### src/rtl/mem_arbiter.sv
// Arbitrates the shared memory port between I/D block fills and D-side
// write-through stores, sequencing fill addresses and steering read returns.
module mem_arbiter #(
   parameter  int BLOCK_WORDS = 8,
   localparam int IDX_W       = $clog2(BLOCK_WORDS)
) (
   input  logic             clk,
   input  logic             rst,
   input  logic             i_miss,
   input  logic [15:0]      i_miss_addr,
   input  logic             d_miss,
   input  logic [15:0]      d_miss_addr,
   input  logic             d_wr,
   input  logic [15:0]      d_wr_addr,
   input  logic [15:0]      d_wr_data,
   output logic             mem_en,
   output logic             mem_wr,
   output logic [15:0]      mem_addr,
   output logic [15:0]      mem_wdata,
   input  logic [15:0]      mem_rdata,
   input  logic             mem_rvalid,
   output logic [15:0]      fill_data,
   output logic [IDX_W-1:0] fill_word,
   output logic             fill_i_we,
   output logic             fill_d_we,
   output logic             i_done,
   output logic             d_done,
   output logic             d_wr_ack,
   output logic             busy
);

   typedef enum logic [1:0] {IDLE, WRITE, FILL} state_t;

   localparam logic [15:0]      BASE_MASK = ~16'(2 * BLOCK_WORDS - 1);
   localparam logic [IDX_W-1:0] LAST_WORD = IDX_W'(BLOCK_WORDS - 1);

   state_t             state_q, state_d;
   logic               owner_q, owner_d;   // 1 = D-cache owns the fill
   logic [15:0]        addr_q,  addr_d;
   logic [15:0]        wdata_q, wdata_d;
   logic [IDX_W:0]     k_q,     k_d;       // MSB set once every word is issued
   logic [IDX_W-1:0]   r_q,     r_d;

   always_ff @(posedge clk or posedge rst) begin
      if (rst) begin
         state_q <= IDLE;
         owner_q <= 1'b0;
         addr_q  <= '0;
         wdata_q <= '0;
         k_q     <= '0;
         r_q     <= '0;
      end else begin
         state_q <= state_d;
         owner_q <= owner_d;
         addr_q  <= addr_d;
         wdata_q <= wdata_d;
         k_q     <= k_d;
         r_q     <= r_d;
      end
   end

   always_comb begin
      state_d   = state_q;
      owner_d   = owner_q;
      addr_d    = addr_q;
      wdata_d   = wdata_q;
      k_d       = k_q;
      r_d       = r_q;
      mem_en    = 1'b0;
      mem_wr    = 1'b0;
      mem_addr  = '0;
      mem_wdata = '0;
      fill_data = '0;
      fill_word = '0;
      fill_i_we = 1'b0;
      fill_d_we = 1'b0;
      i_done    = 1'b0;
      d_done    = 1'b0;
      d_wr_ack  = 1'b0;
      busy      = (state_q != IDLE);

      case (state_q)
         IDLE: begin
            k_d = '0;
            r_d = '0;
            if (d_wr) begin
               state_d = WRITE;
               addr_d  = d_wr_addr;
               wdata_d = d_wr_data;
            end else if (d_miss) begin
               state_d = FILL;
               owner_d = 1'b1;
               addr_d  = d_miss_addr & BASE_MASK;
            end else if (i_miss) begin
               state_d = FILL;
               owner_d = 1'b0;
               addr_d  = i_miss_addr & BASE_MASK;
            end
         end

         WRITE: begin
            mem_en    = 1'b1;
            mem_wr    = 1'b1;
            mem_addr  = addr_q;
            mem_wdata = wdata_q;
            d_wr_ack  = 1'b1;
            state_d   = IDLE;
         end

         FILL: begin
            if (!k_q[IDX_W]) begin
               mem_en   = 1'b1;
               mem_addr = addr_q + 16'({k_q[IDX_W-1:0], 1'b0});
               k_d      = k_q + 1'b1;
            end
            // Returns arrive in issue order, so r_q alone names the word.
            if (mem_rvalid) begin
               fill_data = mem_rdata;
               fill_word = r_q;
               fill_i_we = !owner_q;
               fill_d_we = owner_q;
               r_d       = r_q + 1'b1;
               if (r_q == LAST_WORD) begin
                  i_done  = !owner_q;
                  d_done  = owner_q;
                  state_d = IDLE;
               end
            end
         end

         default: state_d = IDLE;
      endcase
   end

endmodule

### config.mk
export PLATFORM = sky130hd
export DESIGN_NAME = mem_arbiter
export DESIGN_NICKNAME = d
export VERILOG_FILES = /design/src/rtl/mem_arbiter.sv
export SDC_FILE = /design/constraint.sdc
export NUM_CORES = 1
export LEC_CHECK = 0
export BUFFER_PORTS_ARGS = -buffer_cell sky130_fd_sc_hd__clkbuf_2
export CAP_MARGIN = 15
export CORE_MARGIN = 5
export CORE_UTILIZATION = 50
export CTS_CLUSTER_SIZE = 20
export DETAILED_ROUTE_END_ITERATION = 10
export HOLD_SLACK_MARGIN = 0.02
export PLACE_DENSITY = 0.95
export REMOVE_ABC_BUFFERS = 1
export SYNTH_ARGS = -nofsm -noshare
export SYNTH_HDL_FRONTEND = slang
export SYNTH_SLANG_ARGS = --single-unit
### constraint.sdc
create_clock -name clk -period 4 [get_ports clk]
set_clock_uncertainty 0.2 [all_clocks]
set_input_delay 0.4 -clock clk [delete_from_list [all_inputs] [get_ports clk]]
set_output_delay 0.4 -clock clk [all_outputs]
set_load 0.005 [all_outputs]
== Yosys cells after proc, flatten, opt, wreduce, memory -nomap -nowiden ==
Cells that the tools add are included.

* Input port bits: 86
* Register bits after elaboration: 42
* Output and inout port bits: 59
* Logic and storage cells: 65

* Add/sub/neg operators: 3
* Bitwise logic cells: 1
* Reductions and logical operators: 12
* Muxes and demuxes: 35
* Equal/unequal tests: 7

{| class="wikitable"
|+ Operators by type and width
! cell !! count
|-
| $mux 16 || 7
|-
| $pmux 16 s2 || 1
|-
| $add 16x4->16 || 1
|-
| $mux 1 || 14
|-
| $mux 2 || 5
|-
| $mux 3 || 3
|-
| $pmux 4 s2 || 1
|-
| $reduce_and 2->1 || 4
|-
| $ne 2x2->1 const B || 3
|-
| $pmux 3 s2 || 1
|-
| $reduce_and 3->1 || 2
|-
| $reduce_bool 2->1 || 3
|-
| $add 4x1->4 const B || 1
|-
| $mux 4 || 1
|-
| $ne 4x4->1 const B || 1
|-
| $pmux 2 s2 || 1
|-
| $add 3x1->3 const B || 1
|-
| $eq 3x3->1 const B || 1
|-
| $reduce_bool 3->1 || 1
|-
| $eq 2x1->1 const B || 1
|-
| $eq 2x2->1 const B || 1
|-
| $logic_not 2->1 || 1
|-
| $pmux 1 s2 || 1
|-
| $logic_not 1->1 || 1
|-
| $not 1->1 || 1
|}

== Longest topological paths before layout ==
Gate-level depths: netlist of the first run.

* Depth after elaboration: 4
* Mapped depth: 8
* Depth with buffers taken out: 7

== Least setup slack after synthesis of the first run ==
No wires, ideal clock.

* Kind: reg2out
* Start: register k_q[0]
* End: output mem_addr[15]
* Cell stages (with the launch flop): 8
* Arrival: 1.895 ns
* Path buffers: 0
* Setup slack: 1.505 ns
* Data required time: 3.400 ns
* Path through: dfrtp_1 ha_1 inv_1 fa_1 nor2b_4 o2111ai_2 or4_1 nand3_1

* Word-level cells in the longest chain between the ends: 3

{| class="wikitable"
|+ RTL lines
! what !! line !! text
|-
| start, declared || 41 || <nowiki>logic [IDX_W:0] k_q, k_d;</nowiki>
|-
| start signal, assigned || 57 || <nowiki>k_q <= k_d;</nowiki>
|-
| $add 16x4->16 || 113 || <nowiki>mem_addr = addr_q + 16'({k_q[IDX_W-1:0], 1'b0});</nowiki>
|-
| $mux 16 || 111 || <nowiki>if (!k_q[IDX_W]) begin</nowiki>
|-
| $pmux 16 s2 || 82 || <nowiki>case (state_q)</nowiki>
|-
| end, declared || 18 || <nowiki>output logic [15:0] mem_addr,</nowiki>
|}

Every way passes these cells.

== Final worst setup path of the first run ==
* Start: register k_q[0]
* End: output mem_addr[13]

The elaborated chain is that of the path after synthesis.

==> results of run 1 <==
stage by stage:
step	setup WS, ns	hold WS (ns)	util	instance area, sq um
2_1_floorplan	1.50	0.258	-	2700
3_3_place_gp	1.28	0.272	0.633	3490
3_5_place_dp	1.15	0.281	0.633	3490
4_1_cts	0.761	0.128	0.652	3590
5_1_grt	0.626	0.122	0.652	3590
6_report	0.750	0.136	0.652	3590
report_power, final:
group	total (W)	internal [W]	switching, W
combinational	0.00105	0.000483	0.000569
sequential	0.000801	0.000618	0.000183
clock	0.000280	0.000123	0.000157
total	0.00213	0.00122	0.000910
final cells by class:
cell class	instances	area, sq um
clock buffers	5	68.8
multi-input cells	234	1610
repair buffers	139	706
inverters	11	41.3
well taps	72	90.1
fillers	456	1920
clock inverters	3	21.3
flip-flops and latches	42	1050
cell usage in the layout (no fill, tap or decap), types with 2 or more instances in the layout:
| cell type | instances |
|---|---|
| a21oi_1 | 22 |
| mux2i_1 | 13 |
| mux2_2 | 16 |
| a31oi_1 | 2 |
| a41oi_1 | 2 |
| nor2b_1 | 6 |
| o21ai_0 | 25 |
| dfrtp_1 | 42 |
| nand4_1 | 2 |
| buf_4 | 2 |
| nand3_1 | 4 |
| nor2_1 | 19 |
| and2_1 | 19 |
| ha_1 | 9 |
| nor3b_1 | 2 |
| o211ai_1 | 2 |
| clkbuf_2 | 136 |
| clkbuf_8 | 5 |
| a32o_1 | 5 |
| inv_1 | 10 |
| a211o_1 | 2 |
| a31o_2 | 3 |
| xnor2_1 | 3 |
| nand2_1 | 28 |
| and3_1 | 22 |
path summary, 6_finish.rpt:
kind / startpoint / end / slack, ns / depth (start not counted)
max in group asynchronous: rst / k_q[3]$_DFFE_PP0P_ / 2.67 / 4
min reg2reg: addr_q[0]$_DFFE_PP0P_ / addr_q[0]$_DFFE_PP0P_ / 0.30 / 1
max: k_q[0]$_DFFE_PP0P_ / mem_addr[13] / 0.75 / 8
max reg2reg: state_q[0]$_DFFE_PP0P_ / wdata_q[13]$_DFFE_PP0P_ / 1.78 / 4
min: d_wr_data[10] / wdata_q[10]$_DFFE_PP0P_ / 0.14 / 2
min in group asynchronous: rst / addr_q[12]$_DFFE_PP0P_ / 0.57 / 4
flip-flops by register name (all words and copies together), names as in the netlist:
name	count
state_q	2
owner_q	1
wdata_q	16
addr_q	16
k_q	4
r_q	3
critical path, stage by stage, from the launching register on:
cell and delay [ns]:
dfrtp_1 0.43, ha_1 0.21, inv_1 0.07, fa_1 0.42, nor2b_4 0.19, o2111ai_2 0.19
o311ai_0 0.50, o41ai_1 0.19, clkbuf_2 0.15
routing by layer:
metal / part of all wire / vias to the layer above / global-route usage
li1: - / 1346 / -
met1: 0.37 / 1288 / 0.248
met2: 0.52 / 143 / 0.418
met3: 0.081 / 21 / 0.0485
met4: 0.028 / 0 / 0.0892
met5: 0 / - / 0
synth_stat cells (2+ instances only):
cell	number	area, sq um
a211o_1	2	17.5
a21oi_1	22	110
a31o_2	3	26.3
a31oi_1	2	12.5
a32o_1	5	50.1
a41oi_1	2	17.5
and2_1	19	119
and3_1	22	138
buf_2	6	30.0
buf_4	3	22.5
clkbuf_1	12	45.0
dfrtp_1	42	1050
ha_1	9	113
inv_1	11	41.3
mux2_2	16	180
mux2i_1	13	130
nand2_1	28	105
nand3_1	4	20.0
nand4_1	2	12.5
nor2_1	19	71.3
nor2b_1	6	37.5
nor3b_1	2	15.0
o211ai_1	2	15.0
o21ai_0	25	125
xnor2_1	3	26.3
kinds of logic (layout without fill, tap and decap cells):
logic type               count (synthesis)  after routing
AND/OR/NAND/NOR                        111            111
AO/OA/AOI/OAI                           80             80
flip-flops                              42             42
buffers and inverters                   34            158
multiplexers                            29             29
adder cells (fa/ha/maj)                 10             10
XOR/XNOR                                 4              4
what timing repair did:
item                                   in CTS  in global routing
hold buffers                                1                  0
endpoints found under the hold margin      23                  0
buffers inserted                            0                  0
==> run metrics, run 1 <==
WP data arrival approximately 2.7 ns; Tot Pwr 0.00213 W; # diodes 0; fin. max-slew vios 0; first-iteration detailed-routing DRC count roughly 200; worst vdd ir 0.000284 V; CP endpoint kind primary output; Post-DRT Antenna Nets 0; RePlAce Congestion between 0.8 and 0.9; outcome complete, no violations; Final Non-Filler Cells 506; Synth Area in Compound Gates 0.192; PwrDens between 500 and 600 nW/um^2; total core area 5510 sq um; fin crit share 0.812; Worst Max-Slew Pin Slew around 0.99 ns; Setup CP Type register to primary output; Yosys Warn Count 0; vias in the first global route between 2000 and 3000; first-pass GRT wire length 13400 um; Slew headroom 0.338; antenna violations before repair 0; sum of negative setup slack 0 ns; final hold violation count 0; total CTS buffers 5; CP max FO 6; Cell Rows 27; largest net degree at the start of global routing 43; Fmax 308 MHz; Synth Area in Simple Gates 0.210; Unique masters post-synth 55; synthesized instance count 310; RSZ-0062 raised after global routing no; Req. time, crit path between 3 and 4 ns; CTS Sinks 42; H-tree Lvls 2; synthesized cell area between 2000 and 3000 sq um; drt wl/cell 15.5 um; Total Routing Usage GR 0.226; dpl hpwl around 6000 um; share of cells above drive strength 1 0.399; clock tree buffer depth 2; Congestion Overflow GR 0; DRT Pass-1 Iters 4; Final nets around 530; EDFF count, synth 0; drt total wl slightly below 8000 um; Layout area overhead 27.4%; hold crit path type input pin to register; Remaining DRCs 0; I/O pin total roughly 150; Setup-failing EPs final 0; ys flop type dfrtp_1; latest clock arrival within the worst-skew pair 0.29 ns; static leakage approximately 1.9 nW; Die W 85.1 um; die footprint just over 7000 sq um; FFs w/ async S/R, synth 1.00; vias per cell between 5 and 6; post-CTS sizing 0; via count around 2800; post-synthesis mux area share 0.110; crit path time final 3.25 ns; Max Cap Viol 0; largest family of logic cells by synthesized area simple AND/OR/NAND/NOR gates; Initial Utilization 0.511; Yosys reg bits 42; register area share after synthesis 0.373; die span in y around 85 um; placed insts 497; CTS tree built; Avg Inst Size Synth approximately 9.1 sq um; Synth Area in Adders 0.0471; IO Port Bufs 136; root buffer cell clkbuf_8; type of origin of the critical path register; Reg clk slew, reported paths roughly 0.080 ns; Post-Synth XOR/XNOR Area 0.0124
Note: power is estimated with default switching activity, not from simulation.
==> inputs of run 2 (changes only) <==
--- a/config.mk
+++ b/config.mk
@@ -8,11 +8,11 @@
 export BUFFER_PORTS_ARGS = -buffer_cell sky130_fd_sc_hd__clkbuf_2
 export CAP_MARGIN = 15
 export CORE_MARGIN = 5
-export CORE_UTILIZATION = 50
+export CORE_UTILIZATION = 42
 export CTS_CLUSTER_SIZE = 20
 export DETAILED_ROUTE_END_ITERATION = 10
 export HOLD_SLACK_MARGIN = 0.02
-export PLACE_DENSITY = 0.95
+export PLACE_DENSITY = 0.9
 export REMOVE_ABC_BUFFERS = 1
 export SYNTH_ARGS = -nofsm -noshare
 export SYNTH_HDL_FRONTEND = slang
==> constraint.sdc (replaced) <==
create_clock -name clk -period 2.9 [get_ports clk]
set_clock_uncertainty 0.2 [all_clocks]
set_input_delay 0.29 -clock clk [delete_from_list [all_inputs] [get_ports clk]]
set_output_delay 0.29 -clock clk [all_outputs]
set_load 0.005 [all_outputs]
==> run 2 against run 1 <==
Against the previous run: first-iteration DRC count shrank 5.1%; clock power grew 36%; setup slack lost 0.61 ns; total power grew 39%; sequential share of layout area shrank 0.65 points; combinational power grew 41%; via count shrank 2.4%.
==> run metrics, run 2 (synthesized netlist as in run 1, its figures left out) <==
outcome complete, no violations; R2R depth 4; Reg-to-Reg Start state_q[0]$_DFFE_PP0P_; worst vdd ir 0.000369 V; IO Port Bufs ~140; Req. time, crit path approximately 2.4 ns; fin. max-slew vios 0; Total Routing Usage GR 0.173; Congestion Overflow GR 0; PwrDens 807 nW/um^2; CP max FO 11; r2r endpoint wdata_q[3]$_DFFE_PP0P_; Fmax between 300 and 400 MHz; total CTS buffers 5; CP Cell Sequence inv_1 > ha_1 > nand3b_1 > buf_4 > a31o_2 > a31oi_1 > clkbuf_2; static leakage just under 2 nW; Comb power frac 0.499; Final nets between 500 and 600; RePlAce Congestion 0.858; Die W approximately 90 um; switching power ~0.0012 W; largest net degree at the start of global routing 29; share of cells above drive strength 1 0.410; crit path time final 2.76 ns; latest clock arrival within the worst-skew pair slightly below 0.3 ns; Clk network pwr share 0.128; commonest non-fill, non-tap cell in the layout clkbuf_2; CP max stage delay ~0.47 ns; fin crit share 0.952; first-pass GRT wire length between 10000 and 15000 um; via count roughly 2700; commonest cells after routing, fill and taps aside clkbuf_2 (136), dfrtp_1 (42), nand2_1 (28); first-iteration detailed-routing DRC count between 150 and 200; CTS tree built; vias per cell 5.26; CP top delay family adder cells; I/O pin total 145; root buffer cell clkbuf_8; CTS Sinks 42; type of origin of the critical path register; Max Cap Viol 0; Cell Rows 29; vias in the first global route ~2700; DRT Pass-1 Iters 4; antenna violations before repair 0; total core area 6420 sq um; Hold EP wdata_q[0]$_DFFE_PP0P_; final hold violation count 0; # diodes 0; Post-DRT Antenna Nets 0; hold crit path type input pin to register; Worst Max-Slew Pin Slew ~0.9 ns; sum of negative setup slack 0 ns; Switching Fraction 0.410; RSZ-0062 raised after global routing no; clock tree buffer depth 2; hold path depth 2; Layout area overhead 30.3%; Seq pwr share 0.372; biggest regs addr_q x16, wdata_q x16, k_q x4; Tot Pwr around 0.0030 W; worst path buffer plus inverter count 3; die span in y 91.9 um; dpl hpwl just over 6000 um; Slew headroom 0.401; final design utilization 0.571; CP endpoint kind primary output; WP data arrival 2.27 ns; P_int 0.00175 W; die footprint 8440 sq um; flop-to-flop setup slack roughly 0.95 ns; drt wl/cell 14.5 um; drt total wl about 7600 um; Remaining DRCs 0; Setup CP Type register to primary output; Setup-failing EPs final 0; hold path startpoint d_wr_data[0]; Reg clk slew, reported paths ~0.07 ns; H-tree Lvls 2; Max stage delay cell, worst path ha_1; Initial Utilization 0.439
==> run 2: worst max-delay path by stage <==
stage / cells after the start / from / endpoint
6_report: 7 / state_q[0]$_DFFE_PP0P_ / mem_addr[12]
3_5_place_dp: 8 / k_q[0]$_DFFE_PP0P_ / mem_addr[15]
2_1_floorplan: 5 / state_q[0]$_DFFE_PP0P_ / mem_addr[15]
4_1_cts: 8 / addr_q[1]$_DFFE_PP0P_ / mem_addr[15]
5_1_grt: 8 / state_q[0]$_DFFE_PP0P_ / mem_addr[13]
3_3_place_gp: 8 / k_q[0]$_DFFE_PP0P_ / mem_addr[15]
==> run 2: per-stage QoR <==
step / setup WS, ns / instance area, sq um / cells / hold slack [ns]
final: 0.141 / 3670 / 519 / 0.0305
after global routing: 0.000411 / 3670 / 519 / 0.0379
after CTS: 0.00217 / 3640 / 517 / 0.0288
after detailed placement: 0.273 / 3530 / 507 / 0.101
after global placement: 0.303 / 3530 / 507 / 0.0840
after floorplan: 0.508 / 2700 / 287 / 0.230
==> run 2: layout make-up <==
type	instances	area (sq um)
Clock inverter	1	5.00
Clock buffer	7	86.3
Tap cell	77	96.3
Fill cell	582	2750
Sequential cell	42	1050
Inverter	11	41.3
Multi-Input combinational cell	234	1620
Timing Repair Buffer	147	766
==> run 2: timing repair <==
| action | 4_1_cts | 5_1_grt |
|---|---|---|
| setup endpoints to repair | 1 | 2 |
| pin swaps | 0 | 1 |
| gates resized for setup | 0 | 2 |
| hold endpoints to repair | 17 | 0 |
| buffers inserted | 1 | 2 |
| hold buffers | 1 | 0 |
==> run 2: metal layers <==
metal	GRT usage	vias to the layer above	share of wire
met4	0.0545	0	0.016
met1	0.208	1242	0.40
li1	-	1373	-
met3	0.0295	12	0.070
met5	0	-	0
met2	0.313	103	0.51
==> run 2: power by group through the flow <==
stage	clock network [W]	logic, W	registers (W)
floorplan	0	0.000944	0.00103
global placement	0	0.00140	0.00109
detailed placement	0	0.00146	0.00111
CTS	0.000387	0.00148	0.00109
global route	0.000404	0.00165	0.00114
finish	0.000380	0.00148	0.00110
==> inputs of run 3 (changes only) <==
--- a/config.mk
+++ b/config.mk
@@ -5,14 +5,17 @@
 export SDC_FILE = /design/constraint.sdc
 export NUM_CORES = 1
 export LEC_CHECK = 0
+export ABC_AREA = 1
 export BUFFER_PORTS_ARGS = -buffer_cell sky130_fd_sc_hd__clkbuf_2
 export CAP_MARGIN = 15
+export CELL_PAD_IN_SITES_DETAIL_PLACEMENT = 1
+export CELL_PAD_IN_SITES_GLOBAL_PLACEMENT = 1
 export CORE_MARGIN = 5
-export CORE_UTILIZATION = 42
+export CORE_UTILIZATION = 29
 export CTS_CLUSTER_SIZE = 20
 export DETAILED_ROUTE_END_ITERATION = 10
 export HOLD_SLACK_MARGIN = 0.02
-export PLACE_DENSITY = 0.9
+export PLACE_DENSITY = 0.89
 export REMOVE_ABC_BUFFERS = 1
 export SYNTH_ARGS = -nofsm -noshare
 export SYNTH_HDL_FRONTEND = slang
==> run 3 against run 2 <==
Against the previous run: worst hold slack got worse by 0.0024 ns; global-route usage down 0.98 points; via count up 19%; design area up 11%; combinational power increased by 12%; synthesized cell count grew 33%; first-iteration DRC count fell by 23%; sequential power barely moved; non-clock buffer count rose by 12; final cell count increased by 34%; critical path type unchanged.
==> run metrics, run 3 <==
outcome complete, no violations; fin. max-slew vios 0; fin crit share 0.953; CP endpoint kind primary output; via count between 3000 and 4000; Post-DRT Antenna Nets 0; Max Cap Viol 0; Fmax 362 MHz; hold crit path type input pin to register; largest area contributor in the netlist dfrtp_1; FFs w/ async S/R, synth 1.00; PwrDens slightly below 800 nW/um^2; synthesized instance count 411; Yosys top cell area share 0.346; die span in y between 100 and 150 um; Avg Inst Size Synth around 7.4 sq um; crit path launch addr_q[1]$_DFFE_PP0P_; register area share after synthesis 0.346; Reg-to-Reg Start state_q[0]$_DFFE_PP0P_; Layout area overhead 34.3%; first-pass GRT wire length 16700 um; final hold violation count 0; grt met1 use 0.183; H-tree Lvls 2; Yosys Warn Count 0; first-iteration detailed-routing DRC count 144; drt total wl ~11000 um; clock tree buffer depth 2; commonest cells after routing, fill and taps aside clkbuf_2 (136), nand2_1 (104), inv_1 (61); busiest grt layer met2; synthesized cell area 3040 sq um; total CTS buffers 5; dpl hpwl roughly 8300 um; Die W 112 um; CTS Sinks 42; Worst Max-Slew Pin Slew 0.754 ns; RePlAce Congestion around 0.92; Initial Utilization 0.296; CP max FO 3; CTS tree built; root buffer cell clkbuf_8; Yosys reg bits 42; vias in the first global route around 3500; drt wl/cell between 15 and 20 um; Final nets approximately 660; EDFF count, synth 0; top post-synthesis cells by area dfrtp_1 (35%), nand2_1 (13%), inv_1 (7.7%); # diodes 0; worst vdd ir about 0.00028 V; static leakage 2.24 nW; Synth top cells by count nand2_1 (105), inv_1 (62), dfrtp_1 (42), nor2_1 (42), a21oi_1 (19); die footprint ~13000 sq um; Setup CP Type register to primary output; multi-input logic area 1630 sq um; I/O pin total 145; total core area 10300 sq um; latest clock arrival within the worst-skew pair around 0.3 ns; Reg clk slew, reported paths about 0.09 ns; commonest non-fill, non-tap cell in the layout clkbuf_2; vias per cell 4.67; Slew headroom 0.496; share of cells above drive strength 1 0.354; ys flop type dfrtp_1; Unique masters post-synth 33; largest net degree at the start of global routing 29; biggest regs addr_q x16, wdata_q x16, k_q x4; final design utilization 0.397; dpl ws between 0.3 and 0.4 ns; Cell Rows 37; Fillers 1339; sequential standard cell area between 1000 and 1500 sq um; count leader, synth nand2_1; met2 Use GR 0.308; IO Port Bufs 136; Total Routing Usage GR 0.163; Remaining DRCs 0; Req. time, crit path 2.41 ns; DRT Pass-1 Iters 4; fin worst setup slack 0.137 ns; Congestion Overflow GR 0; worst hold margin around 0.028 ns; antenna violations before repair 0; WP data arrival ~2.3 ns; Setup-failing EPs final 0; hold path startpoint d_wr_addr[3]; met3 usage 0.0313; crit path time final 2.76 ns; type of origin of the critical path register
==> run 3: changes by cell type in the layout (fill, tap and decap cells not counted), sizes merged, moves of 4 or more <==
| cell | previous run | this run |
|---|---|---|
| nor2 | 19 | 43 |
| dlygate4sd3 | 1 | 13 |
| nand3 | 4 | 18 |
| nor2b | 7 | 0 |
| a21oi | 23 | 19 |
| inv | 10 | 62 |
| nand2 | 28 | 112 |
| a32o | 5 | 0 |
| and2 | 20 | 1 |
| and3 | 23 | 0 |
| o21a | 1 | 12 |
| nand4 | 2 | 7 |
==> run 3: final timing paths <==
| path | cells past startpoint | end | slack, ns |
|---|---|---|---|
| max in group asynchronous | 4 | k_q[0]$_DFFE_PP0P_ | 1.41 |
| hold reg to reg | 1 | wdata_q[14]$_DFFE_PP0P_ | 0.31 |
| setup / recovery | 11 | mem_addr[11] | 0.14 |
| min in group asynchronous | 3 | wdata_q[9]$_DFFE_PP0P_ | 0.33 |
| setup reg to reg | 7 | addr_q[11]$_DFFE_PP0P_ | 0.74 |
| hold / removal | 3 | addr_q[3]$_DFFE_PP0P_ | 0.03 |
==> run 3: cell type report <==
class,instances,area share
clock buffer,6,0.0178
clock inverter,2,0.00337
tap,136,0.0417
sequential,42,0.258
inverter,65,0.0628
timing repair buffer,159,0.217
multi-input combinational,286,0.400
==> run 3: routing by layer <==
metal / wire [um] / up-vias
met5: 0 / -
met4: 170 / 0
met3: 549 / 13
met2: 5690 / 93
met1: 4160 / 1549
li1: - / 1595
==> run 3: repair_timing <==
action                                  CTS  global route
endpoints found under the setup margin    1             5
gates resized for setup                   1             5
hold buffers                             11             2
endpoints found under the hold margin    24             2
pin swaps                                 0             1
buffers inserted                          0             3
==> run 3: cell families (layout without fill, tap and decap cells) <==
logic type | Yosys count | in the layout | synth area share
simple gates | 187 | 187 | 0.259
mux | 28 | 28 | 0.0988
buf+inv | 83 | 232 | 0.125
flops | 42 | 42 | 0.346
fa+ha+maj | 10 | 10 | 0.0436
compound gates | 61 | 61 | 0.128
==> run 3: report_power, final <==
part	internal (W)	leakage, nW	switching [W]
logic	0.000678	1.68	0.000980
clock network	0.000170	0.0452	0.000216
registers	0.000848	0.519	0.000278
==> run 3: critical path, cell delays in order (launching register included) <==
cell      delay, ns
dfrtp_1        0.43
ha_4           0.18
inv_1          0.05
fa_1           0.39
inv_1          0.11
nand2_2        0.08
nand2_1        0.09
nand3_1        0.08
nor2_2         0.13
nand2_1        0.07
a21oi_1        0.21
clkbuf_2       0.15
==> run 3: metrics by stage <==
stage / cell area (sq um) / TNS, ns / cells / total power [W]
detailed placement: 3820 / 0 / 672 / 0.00274
global route: 4080 / -0.0225 / 696 / 0.00346
CTS: 4020 / 0 / 691 / 0.00315
global placement: 3820 / 0 / 672 / 0.00261
finish: 4080 / 0 / 696 / 0.00317
floorplan: 2920 / 0 / 393 / 0.00207
